`config.mk`:
```
export PLATFORM = sky130hd
export DESIGN_NAME = multi_cell_health_monitor
export DESIGN_NICKNAME = d
export VERILOG_FILES = /design/src/rtl/cell_mon_pkg.sv /design/src/rtl/cell_zone_tracker.sv /design/src/rtl/multi_cell_health_monitor.sv
export SDC_FILE = /design/constraint.sdc
export NUM_CORES = 1
export LEC_CHECK = 0
export CAP_MARGIN = 40
export CORE_UTILIZATION = 52
export CTS_BUF_LIST = sky130_fd_sc_hd__clkbuf_16
export CTS_CLUSTER_DIAMETER = 60
export DETAILED_ROUTE_END_ITERATION = 8
export PLACE_DENSITY = 0.83
export SLEW_MARGIN = 20
export SYNTH_ARGS = -nofsm -noshare
export SYNTH_HDL_FRONTEND = slang
export SYNTH_HIERARCHICAL = 1
export SYNTH_SLANG_ARGS = --single-unit
```
`constraint.sdc`:
```
create_clock -name clk -period 13.28 [get_ports clk]
set_input_delay 3.984 -clock clk [delete_from_list [all_inputs] [get_ports clk]]
set_output_delay 3.984 -clock clk [all_outputs]
set_load 0.01 [all_outputs]
```
`src/rtl/cell_mon_pkg.sv`:
```
// Shared definitions for the multi-cell health monitor.
//   zone_t   : charge zone of one cell, ordered LOW < MID < HEALTHY < FULL so
//              that "higher zone" comparisons follow the numeric encoding.
//   raw_zone : threshold-only classification of a level, without hysteresis.
package cell_mon_pkg;

  typedef enum logic [1:0] {
    ZONE_LOW     = 2'd0,
    ZONE_MID     = 2'd1,
    ZONE_HEALTHY = 2'd2,
    ZONE_FULL    = 2'd3
  } zone_t;

  // LOW wins over every other zone, then FULL (levels above FULL_LVL are
  // still FULL), then HEALTHY; everything in between is MID.
  function automatic zone_t raw_zone(input int unsigned lvl,
                                     input int unsigned low_lvl,
                                     input int unsigned healthy_lvl,
                                     input int unsigned full_lvl);
    if (lvl <= low_lvl)
      return ZONE_LOW;
    else if (lvl >= full_lvl)
      return ZONE_FULL;
    else if (lvl >= healthy_lvl)
      return ZONE_HEALTHY;
    else
      return ZONE_MID;
  endfunction

endpackage

```
`src/rtl/cell_zone_tracker.sv`:
```
// Per-cell supervisor: zone FSM with hysteresis, zone-entry pulses,
// persistent-overvoltage counter and the latched overcharge alert.
// Ports:
//   clk, reset        : clock, synchronous active-high reset
//   sample_valid      : level/voltage valid this cycle
//   level, voltage    : this cell's sample
//   ack_fault         : request to clear the alert (honoured only when the
//                       overvoltage counter is already zero)
//   pulse_low/healthy/full : one-cycle zone-entry pulses (registered)
//   overcharge_alert  : latched alert (registered)
//   in_full           : cell currently in FULL, used for the pack enable
module cell_zone_tracker
  import cell_mon_pkg::*;
#(
  parameter int unsigned LVL_W       = 8,
  parameter int unsigned V_W         = 8,
  parameter int unsigned LOW_LVL     = 20,
  parameter int unsigned HEALTHY_LVL = 80,
  parameter int unsigned FULL_LVL    = 100,
  parameter int unsigned HYST        = 2,
  parameter int unsigned V_MAX       = 240,
  parameter int unsigned OV_PERSIST  = 4
) (
  input  logic             clk,
  input  logic             reset,
  input  logic             sample_valid,
  input  logic [LVL_W-1:0] level,
  input  logic [V_W-1:0]   voltage,
  input  logic             ack_fault,
  output logic             pulse_low,
  output logic             pulse_healthy,
  output logic             pulse_full,
  output logic             overcharge_alert,
  output logic             in_full
);

  localparam int unsigned CNT_W = $clog2(OV_PERSIST + 1);
  localparam logic [CNT_W-1:0] CNT_MAX = CNT_W'(OV_PERSIST);

  zone_t            zone_reg;
  zone_t            zone_next;
  zone_t            raw;
  logic             init_reg;
  logic             pulse_low_reg;
  logic             pulse_healthy_reg;
  logic             pulse_full_reg;
  logic [CNT_W-1:0] ov_cnt_reg;
  logic [CNT_W-1:0] ov_cnt_next;
  logic             alert_reg;
  logic             alert_set;
  logic             alert_clr;
  logic [31:0]      lvl32;

  assign lvl32 = 32'(level);
  assign raw   = raw_zone(lvl32, LOW_LVL, HEALTHY_LVL, FULL_LVL);

  // Zone transition with hysteresis. Upward moves are immediate except out
  // of LOW; allowed downward moves land directly on the raw zone.
  always_comb begin
    zone_next = zone_reg;
    case (zone_reg)
      ZONE_LOW: begin
        if (lvl32 >= LOW_LVL + HYST)
          zone_next = raw;
      end
      ZONE_MID: begin
        zone_next = raw;
      end
      ZONE_HEALTHY: begin
        if (raw == ZONE_FULL || lvl32 < HEALTHY_LVL - HYST)
          zone_next = raw;
      end
      ZONE_FULL: begin
        if (lvl32 < FULL_LVL - HYST)
          zone_next = raw;
      end
      default: zone_next = raw;
    endcase
  end

  // Saturating count of consecutive over-threshold samples.
  always_comb begin
    ov_cnt_next = ov_cnt_reg;
    if (sample_valid) begin
      if (32'(voltage) > V_MAX)
        ov_cnt_next = (ov_cnt_reg == CNT_MAX) ? ov_cnt_reg : ov_cnt_reg + 1'b1;
      else
        ov_cnt_next = '0;
    end
  end

  // The clear looks at the counter as it stands, so an ack only works once a
  // good sample has already been seen; set takes priority over clear.
  assign alert_set = sample_valid && (ov_cnt_next == CNT_MAX);
  assign alert_clr = ack_fault && (ov_cnt_reg == '0);

  always_ff @(posedge clk) begin
    if (reset) begin
      zone_reg          <= ZONE_MID;
      init_reg          <= 1'b1;
      pulse_low_reg     <= 1'b0;
      pulse_healthy_reg <= 1'b0;
      pulse_full_reg    <= 1'b0;
      ov_cnt_reg        <= '0;
      alert_reg         <= 1'b0;
    end else begin
      pulse_low_reg     <= 1'b0;
      pulse_healthy_reg <= 1'b0;
      pulse_full_reg    <= 1'b0;
      if (sample_valid) begin
        ov_cnt_reg <= ov_cnt_next;
        if (init_reg) begin
          // First sample loads the zone silently.
          zone_reg <= raw;
          init_reg <= 1'b0;
        end else begin
          zone_reg          <= zone_next;
          pulse_low_reg     <= (zone_next == ZONE_LOW) && (zone_reg != ZONE_LOW);
          pulse_healthy_reg <= (zone_next == ZONE_HEALTHY) &&
                               (zone_reg == ZONE_LOW || zone_reg == ZONE_MID);
          pulse_full_reg    <= (zone_next == ZONE_FULL) && (zone_reg != ZONE_FULL);
        end
      end
      if (alert_set)
        alert_reg <= 1'b1;
      else if (alert_clr)
        alert_reg <= 1'b0;
    end
  end

  assign pulse_low        = pulse_low_reg;
  assign pulse_healthy    = pulse_healthy_reg;
  assign pulse_full       = pulse_full_reg;
  assign overcharge_alert = alert_reg;
  assign in_full          = (zone_reg == ZONE_FULL);

endmodule

```
`src/rtl/multi_cell_health_monitor.sv`:
```
// Pack-level battery supervisor for N_CELLS cells.
// Ports:
//   clk, reset        : clock, synchronous active-high reset
//   sample_valid      : level/voltage buses valid this cycle
//   level, voltage    : packed per-cell samples, cell i at [i*W +: W]
//   ack_fault         : request to clear latched overcharge alerts
//   pulse_low/healthy/full : per-cell one-cycle zone-entry pulses
//   overcharge_alert  : per-cell latched alerts
//   any_fault         : OR of the alerts (one cycle behind them)
//   fault_cell        : lowest alerting cell index, 0 when none
//   charge_en         : low while any cell is alerting or FULL
//   min_level         : minimum level of the last valid sample
module multi_cell_health_monitor
  import cell_mon_pkg::*;
#(
  parameter int unsigned N_CELLS     = 4,
  parameter int unsigned LVL_W       = 8,
  parameter int unsigned V_W         = 8,
  parameter int unsigned LOW_LVL     = 20,
  parameter int unsigned HEALTHY_LVL = 80,
  parameter int unsigned FULL_LVL    = 100,
  parameter int unsigned HYST        = 2,
  parameter int unsigned V_MAX       = 240,
  parameter int unsigned OV_PERSIST  = 4,
  localparam int unsigned FC_W       = (N_CELLS > 1) ? $clog2(N_CELLS) : 1
) (
  input  logic                     clk,
  input  logic                     reset,
  input  logic                     sample_valid,
  input  logic [N_CELLS*LVL_W-1:0] level,
  input  logic [N_CELLS*V_W-1:0]   voltage,
  input  logic                     ack_fault,
  output logic [N_CELLS-1:0]       pulse_low,
  output logic [N_CELLS-1:0]       pulse_healthy,
  output logic [N_CELLS-1:0]       pulse_full,
  output logic [N_CELLS-1:0]       overcharge_alert,
  output logic                     any_fault,
  output logic [FC_W-1:0]          fault_cell,
  output logic                     charge_en,
  output logic [LVL_W-1:0]         min_level
);

  logic [N_CELLS-1:0] alert_w;
  logic [N_CELLS-1:0] full_w;
  logic [FC_W-1:0]    fault_cell_next;
  logic [LVL_W-1:0]   min_level_next;
  logic               any_fault_reg;
  logic [FC_W-1:0]    fault_cell_reg;
  logic               charge_en_reg;
  logic [LVL_W-1:0]   min_level_reg;

  for (genvar gi = 0; gi < N_CELLS; gi++) begin : g_cell
    cell_zone_tracker #(
      .LVL_W      (LVL_W),
      .V_W        (V_W),
      .LOW_LVL    (LOW_LVL),
      .HEALTHY_LVL(HEALTHY_LVL),
      .FULL_LVL   (FULL_LVL),
      .HYST       (HYST),
      .V_MAX      (V_MAX),
      .OV_PERSIST (OV_PERSIST)
    ) u_tracker (
      .clk             (clk),
      .reset           (reset),
      .sample_valid    (sample_valid),
      .level           (level[gi*LVL_W +: LVL_W]),
      .voltage         (voltage[gi*V_W +: V_W]),
      .ack_fault       (ack_fault),
      .pulse_low       (pulse_low[gi]),
      .pulse_healthy   (pulse_healthy[gi]),
      .pulse_full      (pulse_full[gi]),
      .overcharge_alert(alert_w[gi]),
      .in_full         (full_w[gi])
    );
  end

  // Scan downward so the lowest alerting index is the last one written.
  always_comb begin
    fault_cell_next = '0;
    for (int i = N_CELLS - 1; i >= 0; i--) begin
      if (alert_w[i])
        fault_cell_next = FC_W'(i);
    end
  end

  always_comb begin
    min_level_next = level[LVL_W-1:0];
    for (int i = 1; i < N_CELLS; i++) begin
      if (level[i*LVL_W +: LVL_W] < min_level_next)
        min_level_next = level[i*LVL_W +: LVL_W];
    end
  end

  always_ff @(posedge clk) begin
    if (reset) begin
      any_fault_reg  <= 1'b0;
      fault_cell_reg <= '0;
      charge_en_reg  <= 1'b1;
      min_level_reg  <= '0;
    end else begin
      any_fault_reg  <= |alert_w;
      fault_cell_reg <= fault_cell_next;
      charge_en_reg  <= !((|alert_w) || (|full_w));
      if (sample_valid)
        min_level_reg <= min_level_next;
    end
  end

  assign overcharge_alert = alert_w;
  assign any_fault        = any_fault_reg;
  assign fault_cell       = fault_cell_reg;
  assign charge_en        = charge_en_reg;
  assign min_level        = min_level_reg;

endmodule

```
Word-level counts from Yosys, hierarchy flattened. Index checks and enable logic that the tools add are counted. Widths: inputs -> output; s select.

Output and inout bits: 28. Logic and storage cells: 215. Register bits: 49. Bits of input ports: 68.

Muxes and demuxes: 58. Equality and inequality tests: 36. Bitwise gates (word level): 1. Add/sub/neg operators: 4. Reductions and logical operators: 55. Order comparisons: 31.

Operators with widths (number): $ge 8x7->1 const B (8); $lt 8x7->1 const B (8); $mux 2 (30); $eq 2x2->1 const B (20); $mux 3 (12); $ge 8x5->1 const B (4); $gt 8x8->1 const B (4); $le 8x5->1 const B (4); $pmux 2 s4 (4); $eq 3x3->1 const B (8); $lt 8x8->1 (3); $mux 8 (3); $logic_and 1x1->1 (20); $logic_not 2->1 (8); $reduce_bool 2->1 (8); $add 3x1->3 const B (4); $logic_not 3->1 (4); $logic_or 1x1->1 (9); $mux 1 (9); $eq 2x1->1 const B (4); $ne 2x2->1 const B (4); $reduce_or 4->1 (2); $reduce_or 3->1 (2); $reduce_or 2->1 (1); other kinds (2) (2).

Depth between registers and ports, before layout.
Depth after elaboration: 10. Mapped depth: 25. Mapped depth without buffers: 23.

Hierarchy. Netlist, hierarchy kept.

By module, submodules not included: cell_zone_tracker (cells an instance 82, instances 4, area an instance 680.7 µm², sequential area each 200.2 µm²); multi_cell_health_monitor (cells an instance 167, instances 1, area an instance 1376.3 µm², sequential area each 240.2 µm²).

Worst setup path after synthesis. No wires, ideal clock.

Path kind: input-to-reg. From: input level[4]. To: register min_level_reg[1] (netlist: min_level[1]). Arrival: 8.596 ns. Buffers on the path: 2. Cell stages on the path: 24. Data required time: 13.201 ns. Setup time: 0.079 ns. Path slack: 4.604 ns. Cells stage by stage: inv_1 > ha_1 > a211oi_2 > o31ai_4 > a21oi_4 > clkbuf_1 > nor2_1 > a21oi_1 > ha_1 > and4_1 > and3_1 > clkbuf_1 > a41o_1 > or2_4 > o21ai_2 > ha_1 > a21o_1 > a21oi_1 > o221ai_1 > or2_2 > a21oi_1 > a21o_2 > mux2_4 > a211oi_2.

Word-level cells in the longest chain between the ends: 6.

RTL lines: from (decl) (RTL line multi_cell_health_monitor.sv:30) `input logic [N_CELLS*LVL_W-1:0] level,`; $lt 8x8->1 (RTL line multi_cell_health_monitor.sv:89) `if (level[i*LVL_W +: LVL_W] < min_level_next)`; $mux 8 (*) (RTL line multi_cell_health_monitor.sv:89); $lt 8x8->1 (RTL line multi_cell_health_monitor.sv:89); $mux 8 (*) (RTL line multi_cell_health_monitor.sv:89); $lt 8x8->1 (RTL line multi_cell_health_monitor.sv:89); $mux 8 (*) (RTL line multi_cell_health_monitor.sv:89); to (signal assigned) (RTL line multi_cell_health_monitor.sv:105) `min_level_reg <= min_level_next;`; to (decl) (RTL line multi_cell_health_monitor.sv:50) `logic [LVL_W-1:0] min_level_reg;`.

Mark *: on every way between the ends. The rest lies on a longest branch, timed or not. A chain may end at the register's enable or synchronous reset.

Worst setup path in the final report.
From: input level[7]. To: register min_level_reg[1] (netlist: min_level[1]).

Same word-level chain as after synthesis.

==> results by group <==
Outcome
  – Outcome: completed

Drt
  – Final WL: 10,690 µm
  – Metal3 WL: 683 µm
  – Via/cell ratio: 6.135
  – Total number of vias: 4,196
  – DR WL/cell: 15.63 µm
  – Residual DRC count: 0
  – Met1 wire length: 4665 µm
  – DR iter-0 viols: 233
  – DR top layer: met4
  – TritonRoute pass-1 iters: 4
  – Antenna-violating nets left: 0
  – DR WL met2: 5185 µm

Layout
  – Fill count: 641
  – P&R area growth vs syn: 28.79%
  – Antenna cells: 0
  – Layout cells sized above 1: 11.34%
  – Max reg flops: 12
  – Final nets: 677

Global route
  – Initial antenna violation count: 0
  – Maximum number of pins on one net before global-route repair: 45
  – First-pass GRT wire length: 17,770 µm
  – GRT overflow: 0
  – Total track usage: 25.91%
  – Vias in the first global route: 3,842

Placement
  – RD Place Congestion: 0.9289
  – PortBufs: 95
  – Placed wire-length estimate: 8191 µm

Floorplanning
  – Initial core utilization: 53.32%
  – Die X: 90.79 µm
  – Num ports: 96
  – Core area: 7687 µm²
  – # rows: 32
  – Die ar.: 8242 µm²
  – Chip Height: 90.79 µm

Clocking
  – Clock root cell: clkbuf_16
  – Post-CTS Setup Repair Bufs: 0
  – CTS tree: done
  – Clk Latency, worst-skew pair: 0.29 ns
  – Clk slew on worst S/H paths: 0.07 ns
  – Max clock buf depth: 2
  – TritonCTS Buffers: 5
  – Number of instances resized during post-cts repair: 0
  – H-Tree Depth: 2
  – Cts hold-fix bufs: 0
  – Clock Sinks: 52

Synthesis
  – Primary FF master, synth: dfxtp_1
  – Number of synthesized flops with an enable pin: 0
  – Top cells by area, synth: dfxtp_1 (25%), ha_1 (8.5%), a21oi_1 (4.9%), nor2_1 (4.2%), o21ai_0 (2.9%)
  – Cells after synthesis: 495
  – Yosys reg bits: 52
  – Cell variety after synth: 57
  – Main combinational cell family by area after synthesis: compound AO/OA/AOI/OAI gates
  – Synthesized-area fraction occupied by adder cells: 8.547%
  – Mapped cell area: 4099 µm²
  – Post-synthesis sequential area ratio: 25.40%
  – Mean Syn Cell Area: 8.281 µm²
  – Compound-Gate Fraction of Synth Area: 32.14%
  – Yosys top cell area share: 25.40%
  – Post-synthesis async set-or-reset flop share: 0%
  – Post-synth net total: 591
  – Area share of and/or/nand/nor cells after synthesis: 25.85%
  – Post-synthesis mux area share: 3.419%
  – Xor and xnor area share after synthesis: 0%
  – Ys Warns: 6
  – Synth area leader: dfxtp_1

STA
  – Min cycle time layout: 9.470 ns
  – Final setup violation count: 0
  – Max_slew headroom: 63.58%
  – RSZ-0062 raised after global routing: no
  – Setup tns final: 0 ns
  – Max-slew violations: 0
  – Worst Tran Pin Value: 0.5463 ns
  – Final worst-path cycle share: 71.31%
  – Max Clk Rate: 0.1056 GHz
  – WHS: 0.4792 ns
  – Worst Skew: 0.003647 ns
  – Final hold viol count: 0

Hold path
  – Hold Path Class: reg -> reg

Worst setup path
  – Reg2reg setup slack: 11.65 ns
  – CP Capture Type: flop
  – Critical path required time: 13.50 ns
  – Startpoint types: primary input
  – Critical path fanouts, max: 17
  – Worst Path Arrival: 9.69 ns
  – Crit path kind: in -> reg

Power
  – Leakage: 1.930 nW
  – Pwr Density: 86.68 nW/µm²
  – Design Power: 0.0004576 W
  – VDD IR-drop max: 0.05678 mV

Run
  – Max-Cap Viols: 0
cell usage after synthesis, types with 5 or more instances:
cell,n
or2_2,9
o22ai_1,8
and3_1,5
o221ai_1,5
buf_2,5
a41oi_1,6
ha_1,28
inv_1,29
a31oi_1,9
and2_1,8
dfxtp_1,52
nor2_1,46
or3_1,12
clkbuf_1,12
or4_1,5
a21o_1,11
a211oi_2,6
nor3_1,15
a211oi_1,5
o21ai_0,24
o21ai_2,7
nand2_1,27
mux2i_1,11
nor4_1,5
o21a_1,8
nand4_1,9
nand3_1,5
a21oi_1,40
nor3b_1,10
o31ai_1,10
layout make-up:
class,count,area (µm²),area share [%]
clock buffer,5,125.1,2.370
tap,102,127.6,2.418
sequential,52,1041,19.72
inverter,29,108.9,2.062
clock inverter,3,27.53,0.5215
multi-input combinational,396,2868,54.33
timing repair buffer,97,980.9,18.58
worst max-delay path: stages:
cell	delay, ns
clkdlybuf4s50_1	0.70
inv_1	0.13
ha_1	0.35
nand2_1	0.15
nor2_1	0.12
a21oi_4	0.44
nor2_1	0.08
a21oi_1	0.19
ha_1	0.28
a21o_1	0.20
a31oi_1	0.21
nand2_1	0.16
a41o_1	0.30
or2_4	0.29
o21ai_2	0.16
ha_1	0.27
a21o_1	0.16
a21oi_1	0.14
o221ai_1	0.14
or2_2	0.30
a21oi_1	0.11
a21o_2	0.29
mux2_4	0.33
a211oi_2	0.20
logic make-up after synthesis:
kind of cell / Yosys count
AOI/OAI and AO/OA: 169
adders and majority gates: 28
buffers and inverters: 47
DFF: 52
muxes: 13
and+or+nand+nor: 186
report_power, final:
group          internal, W  switching, W  total [W]
clock network    0.0000716     0.0000624   0.000134
registers         0.000164    0.00000671   0.000171
logic            0.0000723     0.0000804   0.000153
worst paths after layout:
path | from | endpoint | depth (start not counted)
worst max-delay path | level[7] | min_level[1] | 24
worst min-delay path | g_cell[2].u_tracker/init_reg | g_cell[2].u_tracker/init_reg | 1
worst max register to register | g_cell[2].u_tracker/ov_cnt_reg[0] | g_cell[2].u_tracker/overcharge_alert | 6
worst min register to register | g_cell[2].u_tracker/init_reg | g_cell[2].u_tracker/init_reg | 1
cells in the final DEF, fill, tap and decap left out, types with 5 or more instances in the layout:
cell             instances
a211oi_1                 5
a211oi_2                 6
a21o_1                  11
a21oi_1                 40
a31oi_1                  9
a41oi_1                  6
and2_1                   8
and3_1                   5
clkbuf_16                5
clkdlybuf4s50_1         94
dfxtp_1                 52
ha_1                    28
inv_1                   29
mux2i_1                 11
nand2_1                 27
nand3_1                  5
nand4_1                  9
nor2_1                  46
nor3_1                  15
nor3b_1                 10
nor4_1                   5
o21a_1                   8
o21ai_0                 24
o21ai_2                  7
o221ai_1                 5
o22ai_1                  8
o31ai_1                 10
or2_2                    9
or3_1                   12
or4_1                    5
metal layers:
metal | global-route usage [%] | up-vias
li1 | - | 2055
met1 | 33.30 | 1970
met2 | 44.63 | 156
met3 | 4.377 | 15
met4 | 6.878 | 0
met5 | 0 | -
stage by stage:
step / utilization (%) / std cells / cell area, µm² / setup slack, ns
6_report: 68.67 / 684 / 5279 / 3.810
5_1_grt: 68.67 / 684 / 5279 / 3.478
3_5_place_dp: 66.68 / 676 / 5126 / 3.623
3_3_place_gp: 66.32 / 675 / 5099 / 3.789
2_1_floorplan: - / 495 / 4099 / 4.604
4_1_cts: 68.67 / 684 / 5279 / 3.904
Note: power is estimated with default switching activity, not from simulation.
